$ cat config.mk
export PLATFORM = sky130hd
export DESIGN_NAME = exe_muldiv
export DESIGN_NICKNAME = d
export VERILOG_FILES = /design/src/rtl/muldiv_pkg.sv /design/src/rtl/exe_muldiv.sv
export SDC_FILE = /design/constraint.sdc
export NUM_CORES = 1
export LEC_CHECK = 0
export BUFFER_PORTS_ARGS = -buffer_cell sky130_fd_sc_hd__clkbuf_2
export CELL_PAD_IN_SITES_DETAIL_PLACEMENT = 0
export CELL_PAD_IN_SITES_GLOBAL_PLACEMENT = 2
export CORE_ASPECT_RATIO = 0.5
export CORE_MARGIN = 1
export CORE_UTILIZATION = 35
export CTS_CLUSTER_DIAMETER = 50
export CTS_CLUSTER_SIZE = 20
export DETAILED_ROUTE_END_ITERATION = 16
export PLACE_DENSITY_LB_ADDON = 0.1
export SYNTH_ARGS = -nofsm -noshare
export SYNTH_HDL_FRONTEND = slang
export SYNTH_SLANG_ARGS = --single-unit
$ cat constraint.sdc
create_clock -name Clock -period 4.2 [get_ports Clock]
set_clock_uncertainty 0.05 [all_clocks]
set_input_delay 0.21 -clock Clock [delete_from_list [all_inputs] [get_ports Clock]]
set_output_delay 0.21 -clock Clock [all_outputs]
set_load 0.01 [all_outputs]
$ cat src/rtl/muldiv_pkg.sv
// Shared encodings for the EXE-stage multi-cycle multiply/divide unit.
package muldiv_pkg;

  localparam int WIDTH_DEF = 32;

  typedef enum logic [1:0] {
    OP_MUL  = 2'd0,
    OP_MULU = 2'd1,
    OP_DIV  = 2'd2,
    OP_DIVU = 2'd3
  } op_e;

  typedef enum logic [1:0] {
    S_IDLE = 2'd0,
    S_RUN  = 2'd1,
    S_FIX  = 2'd2,
    S_DONE = 2'd3
  } state_e;

endpackage

$ cat src/rtl/exe_muldiv.sv
// Multi-cycle signed/unsigned multiply and divide for the EXE stage.
// Shift-add multiply and restoring divide on magnitudes, sign fix at the end.
module exe_muldiv
  import muldiv_pkg::*;
#(
  parameter int WIDTH = WIDTH_DEF
) (
  input  logic             Clock,
  input  logic             Resetn,
  input  logic             start,
  input  logic [1:0]       op,
  input  logic [WIDTH-1:0] a,
  input  logic [WIDTH-1:0] b,
  input  logic             flush,
  output logic             stall,
  output logic             busy,
  output logic             done,
  output logic [WIDTH-1:0] hi,
  output logic [WIDTH-1:0] lo
);

  localparam int CW = $clog2(WIDTH) + 1;

  state_e             r_state;
  state_e             w_next;
  logic               r_div;
  logic               r_sa;
  logic               r_sb;
  logic [WIDTH-1:0]   r_ma;
  logic [WIDTH-1:0]   r_mb;
  logic [2*WIDTH-1:0] r_acc;
  logic [WIDTH:0]     r_rem;
  logic [CW-1:0]      r_cnt;
  logic [WIDTH-1:0]   r_hi;
  logic [WIDTH-1:0]   r_lo;

  logic               w_idle;
  logic               w_issue;
  logic               w_sgn;
  logic               w_sa;
  logic               w_sb;
  logic [WIDTH-1:0]   w_ma;
  logic [WIDTH-1:0]   w_mb;
  logic [WIDTH:0]     w_add;
  logic [WIDTH:0]     w_sh;
  logic [WIDTH:0]     w_diff;
  logic [2*WIDTH-1:0] w_prod;
  logic [WIDTH-1:0]   w_q;
  logic [WIDTH-1:0]   w_r;
  logic [WIDTH-1:0]   w_aorig;
  logic               w_div0;

  assign w_idle  = (r_state == S_IDLE) || (r_state == S_DONE);
  assign w_issue = start & ~flush & w_idle;
  assign w_sgn   = (op == OP_MUL) || (op == OP_DIV);
  assign w_sa    = w_sgn & a[WIDTH-1];
  assign w_sb    = w_sgn & b[WIDTH-1];
  assign w_ma    = w_sa ? -a : a;
  assign w_mb    = w_sb ? -b : b;

  // Multiply: low half of r_acc holds the shrinking multiplier.
  assign w_add  = {1'b0, r_acc[2*WIDTH-1:WIDTH]}
                + (r_acc[0] ? {1'b0, r_ma} : '0);
  // Divide: low half of r_acc shifts dividend out, quotient in.
  assign w_sh   = {r_rem[WIDTH-1:0], r_acc[WIDTH-1]};
  assign w_diff = w_sh - {1'b0, r_mb};

  assign w_prod  = (r_sa ^ r_sb) ? -r_acc : r_acc;
  assign w_q     = r_acc[WIDTH-1:0];
  assign w_r     = r_rem[WIDTH-1:0];
  assign w_div0  = (r_mb == '0);
  assign w_aorig = r_sa ? -r_ma : r_ma;

  always_ff @(posedge Clock or negedge Resetn) begin
    if (!Resetn) r_state <= S_IDLE;
    else         r_state <= w_next;
  end

  always_comb begin
    w_next = r_state;
    unique case (r_state)
      S_IDLE,
      S_DONE: w_next = w_issue ? S_RUN : S_IDLE;
      S_RUN: begin
        if (flush)                     w_next = S_IDLE;
        else if (r_cnt == CW'(1))      w_next = S_FIX;
      end
      S_FIX:  w_next = flush ? S_IDLE : S_DONE;
      default: w_next = S_IDLE;
    endcase
  end

  always_ff @(posedge Clock or negedge Resetn) begin
    if (!Resetn) begin
      r_div <= 1'b0;
      r_sa  <= 1'b0;
      r_sb  <= 1'b0;
      r_ma  <= '0;
      r_mb  <= '0;
      r_acc <= '0;
      r_rem <= '0;
      r_cnt <= '0;
      r_hi  <= '0;
      r_lo  <= '0;
    end else if (w_issue) begin
      r_div <= op[1];
      r_sa  <= w_sa;
      r_sb  <= w_sb;
      r_ma  <= w_ma;
      r_mb  <= w_mb;
      r_acc <= {{WIDTH{1'b0}}, (op[1] ? w_ma : w_mb)};
      r_rem <= '0;
      r_cnt <= CW'(WIDTH);
    end else if (r_state == S_RUN && !flush) begin
      r_cnt <= r_cnt - 1'b1;
      if (r_div) begin
        r_rem <= w_diff[WIDTH] ? w_sh : w_diff;
        r_acc[WIDTH-1:0] <= {r_acc[WIDTH-2:0], ~w_diff[WIDTH]};
      end else begin
        r_acc <= {w_add, r_acc[WIDTH-1:1]};
      end
    end else if (r_state == S_FIX && !flush) begin
      if (!r_div) begin
        {r_hi, r_lo} <= w_prod;
      end else if (w_div0) begin
        r_hi <= w_aorig;
        r_lo <= '1;
      end else begin
        r_hi <= r_sa ? -w_r : w_r;
        r_lo <= (r_sa ^ r_sb) ? -w_q : w_q;
      end
    end
  end

  assign busy  = (r_state == S_RUN) || (r_state == S_FIX);
  assign done  = (r_state == S_DONE);
  assign stall = busy | (start & w_idle);
  assign hi    = r_hi;
  assign lo    = r_lo;

endmodule

==> reports/qor.json <==
{
  "worst_setup_path": {
    "endpoint_kind": "flop",
    "timing.critical_path.buf_inv": 1,
    "crit_path_max_fanout": 31,
    "criticalPathCategory": "reg -> reg",
    "cpPeakStageDelay_ns": 0.58,
    "slowest_stage": "or4b_2",
    "worstPathRequired_ns": 4.62,
    "path_cells": "buf_4 -> and2_1 -> ha_1 -> nand2_1 -> or4b_2 -> a21oi_1 -> o31ai_1 -> a31oi_1 -> nor3_1 -> a2111oi_0 -> xor2_1 -> o21ai_0",
    "cp_top_family": "compound AO/OA/AOI/OAI gates",
    "worst-endpoint-arrival_ns": 4.13,
    "setup.worst_path.start_class": "flop"
  },
  "synth": {
    "post_synth_instance_area_um2": 17800,
    "seq_area_frac_synth": 0.330,
    "postSynthCellCount": 2215,
    "synth_ff_type": "dfrtp_1",
    "synthMostInstantiatedCell": "nand2_1",
    "synth_top_cell_by_area": "dfrtp_1",
    "synth.net_count": 2361,
    "synth_cell_types": 77,
    "synth_commonest_cells": "283 x nand2_1, 266 x o21ai_0, 235 x dfrtp_1",
    "synth.avg_cell_area_um2": 8.05,
    "synth_top_area_frac": 0.330,
    "synth_top_cells_by_area": "dfrtp_1 33%, o21ai_0 7.5%, xnor2_1 6.5%, nand2_1 6.0%, xor2_1 5.4%",
    "ys_ff_latch": 235,
    "synth.yosys.warnings": 0,
    "post_synth_edffs": 0,
    "ys_async_sr_fraction": 1.00
  },
  "clock_tree": {
    "clkTransAtPathRegs_ns": 0.07,
    "cts.path.max_buffers": 3,
    "tritoncts": "built",
    "cts-resized-gates": 0,
    "holdBufCountCts": 34,
    "clock_root_cell": "clkbuf_16",
    "ctsHtreeMaxLevel": 1,
    "clock_sink_count": 235,
    "numCtsBuffers": 30,
    "cts_setup_buffers": 0,
    "worstSkewPairLatency_ns": 0.61
  },
  "die": {
    "number_of_placement_rows": 58,
    "start_util": 0.355,
    "floorplan.die_area_um2": 51900,
    "io_pins": 137,
    "die_width_um": 321,
    "dieHeight_um": 162,
    "core_area_um2": 50300
  },
  "placed_design": {
    "gpl.final_weighted_congestion": 0.915,
    "dp_hpwl_um": 53200,
    "dp.cells": 2976,
    "port_buffers": 136,
    "place_worst_setup_slack_ns": 0.561
  },
  "sta": {
    "timing_max_transition_violations_final": 0,
    "timing.final.crit_share": 0.883,
    "hold_violations": 0,
    "max-slew-margin-rel": 0.226,
    "clock.fmax_mhz": 269,
    "setup_repair_after_global_routing_missed_its_margin": "no",
    "final-setup-viol-count": 0,
    "setup-tns-final_ns": 0,
    "final.setup.worst_slack_ns": 0.489,
    "worstMarginPinSlew_ns": 1.16,
    "period_minus_ws_final_ns": 3.71
  },
  "flow_run": {
    "maxCapViolCount": 0
  },
  "power_and_ir_drop": {
    "power.density_nw_per_um2": 469,
    "netSwitchingFraction": 0.423,
    "power_frac_comb": 0.367,
    "pwr-share-clk": 0.284,
    "ir_drop_mv": 0.317,
    "total_leakage_power_nw": 9.24,
    "seqPwrFrac": 0.348,
    "power.net_switching_w": 0.00414,
    "cellInternalPower_w": 0.00565
  },
  "outcome": {
    "outcome": "completed"
  },
  "global_routing": {
    "largest_net_degree_at_the_start_of_global_routing": 92,
    "antenna_violations_before_repair": 1,
    "grt_first_pass_wirelength_um": 103000,
    "globalRoute.totalOverflow": 0,
    "grt_util_all_layers": 0.265,
    "number_of_global_route_vias_before_repair": 15929
  },
  "detailed_routing": {
    "firstDrtPassIters": 5,
    "drtIter0Drc": 1367,
    "routed_wire_length_per_instance_um": 22.4,
    "drt_wl_total_um": 68800,
    "vias_per_cell": 5.42,
    "routed-via-count": 16631,
    "drtAntennaViolNets": 0,
    "drcViolationCount": 0
  },
  "cells_and_area": {
    "final_nets": 2498,
    "area_growth_syn_to_layout_pct": 17.1,
    "layout-drive-gt1-share": 0.130,
    "finish.utilization": 0.415,
    "final-instance-count-excl-fill": 3067
  },
  "worst_hold_path": {
    "hp-class": "in -> reg"
  }
}
logic make-up (layout without fill, tap and decap cells):
logic type,after synthesis,after routing,share of synthesized area
AOI/OAI and AO/OA,666,666,0.227
other,0,1,0
buffers and inverters,196,357,0.0416
adders and majority gates,76,76,0.0541
xor gates and xnor gates,241,241,0.118
muxes,66,66,0.0379
DFF,235,235,0.330
and+or+nand+nor,735,735,0.191
power groups by stage:
stage          registers (W)  clock network [W]  logic [W]
6_report             0.00341            0.00278    0.00360
5_1_grt              0.00349            0.00295    0.00401
4_1_cts              0.00341            0.00284    0.00362
3_5_place_dp         0.00345                  0    0.00357
3_3_place_gp         0.00345                  0    0.00358
2_1_floorplan        0.00324                  0    0.00245
through the flow:
| step | power [W] | cell area, um2 | hold WS [ns] |
|---|---|---|---|
| final | 0.00980 | 20900 | 0.0106 |
| after global routing | 0.0105 | 20900 | 0.0192 |
| after CTS | 0.00986 | 20900 | 0.00225 |
| after detailed placement | 0.00701 | 19500 | 0.234 |
| after global placement | 0.00702 | 19500 | 0.229 |
| after floorplan | 0.00569 | 17800 | -0.136 |
registers in the layout, summed over array words and instances, names as in the netlist:
name,count
r_rem,32
r_div,1
r_cnt,6
r_ma,32
r_sb,1
r_acc,64
r_mb,32
lo,32
r_sa,1
hi,32
r_state,2
area by class of cell:
type                       count  area (um2)
antenna                        1        2.50
clock buffer                  31         776
clock inverter                25         288
fill                        5208       29400
inverter                      67         251
multi-input combinational   1784       11300
sequential                   235        5890
tap                          690         863
timing repair buffer         234        1540
per-layer routing:
| metal | share of wire | track usage |
|---|---|---|
| met1 | 0.51 | 0.402 |
| met2 | 0.42 | 0.389 |
| met3 | 0.052 | 0.0498 |
| met4 | 0.018 | 0.0481 |
| met5 | 0 | 0 |
worst register-to-register path: stages, from the launching register on:
cell and delay [ns]:
dfrtp_1 0.43, buf_4 0.33, and2_1 0.19, ha_1 0.28, nand2_1 0.11, or4b_2 0.58, a21oi_1 0.25, o31ai_1 0.22
a31oi_1 0.25, nor3_1 0.07, a2111oi_0 0.54, xor2_1 0.19, o21ai_0 0.08
final timing paths:
path / from / endpoint / slack, ns / depth (start not counted)
setup reg to reg: r_acc[0]$_DFFE_PN0P_ / r_acc[50]$_DFFE_PN0P_ / 0.49 / 12
hold / removal: b[20] / r_mb[20]$_DFFE_PN0P_ / 0.01 / 3
setup / recovery: r_acc[0]$_DFFE_PN0P_ / r_acc[50]$_DFFE_PN0P_ / 0.49 / 12
min in group asynchronous: Resetn / hi[16]$_DFFE_PN0P_ / 0.16 / 2
max in group asynchronous: Resetn / r_ma[10]$_DFFE_PN0P_ / 2.92 / 3
hold reg to reg: hi[3]$_DFFE_PN0P_ / hi[3]$_DFFE_PN0P_ / 0.43 / 2
placed cells by master (no fill, tap or decap), drive strengths merged, types with 25 or more instances in the layout:
master | Yosys | final
a21o | 30 | 30
a21oi | 159 | 159
and2 | 35 | 35
buf | 15 | 65
clkbuf | 114 | 166
dfrtp | 235 | 235
dlygate4sd3 | 0 | 34
ha | 74 | 74
inv | 66 | 75
mux2i | 62 | 62
nand2 | 284 | 284
nand2b | 30 | 30
nand3 | 25 | 25
nor2 | 189 | 189
nor3 | 46 | 46
nor4 | 25 | 25
o211ai | 32 | 32
o21ai | 269 | 269
o31ai | 27 | 27
or3 | 26 | 26
xnor2 | 132 | 132
xor2 | 109 | 109
Power figures use the tool's default switching activity.
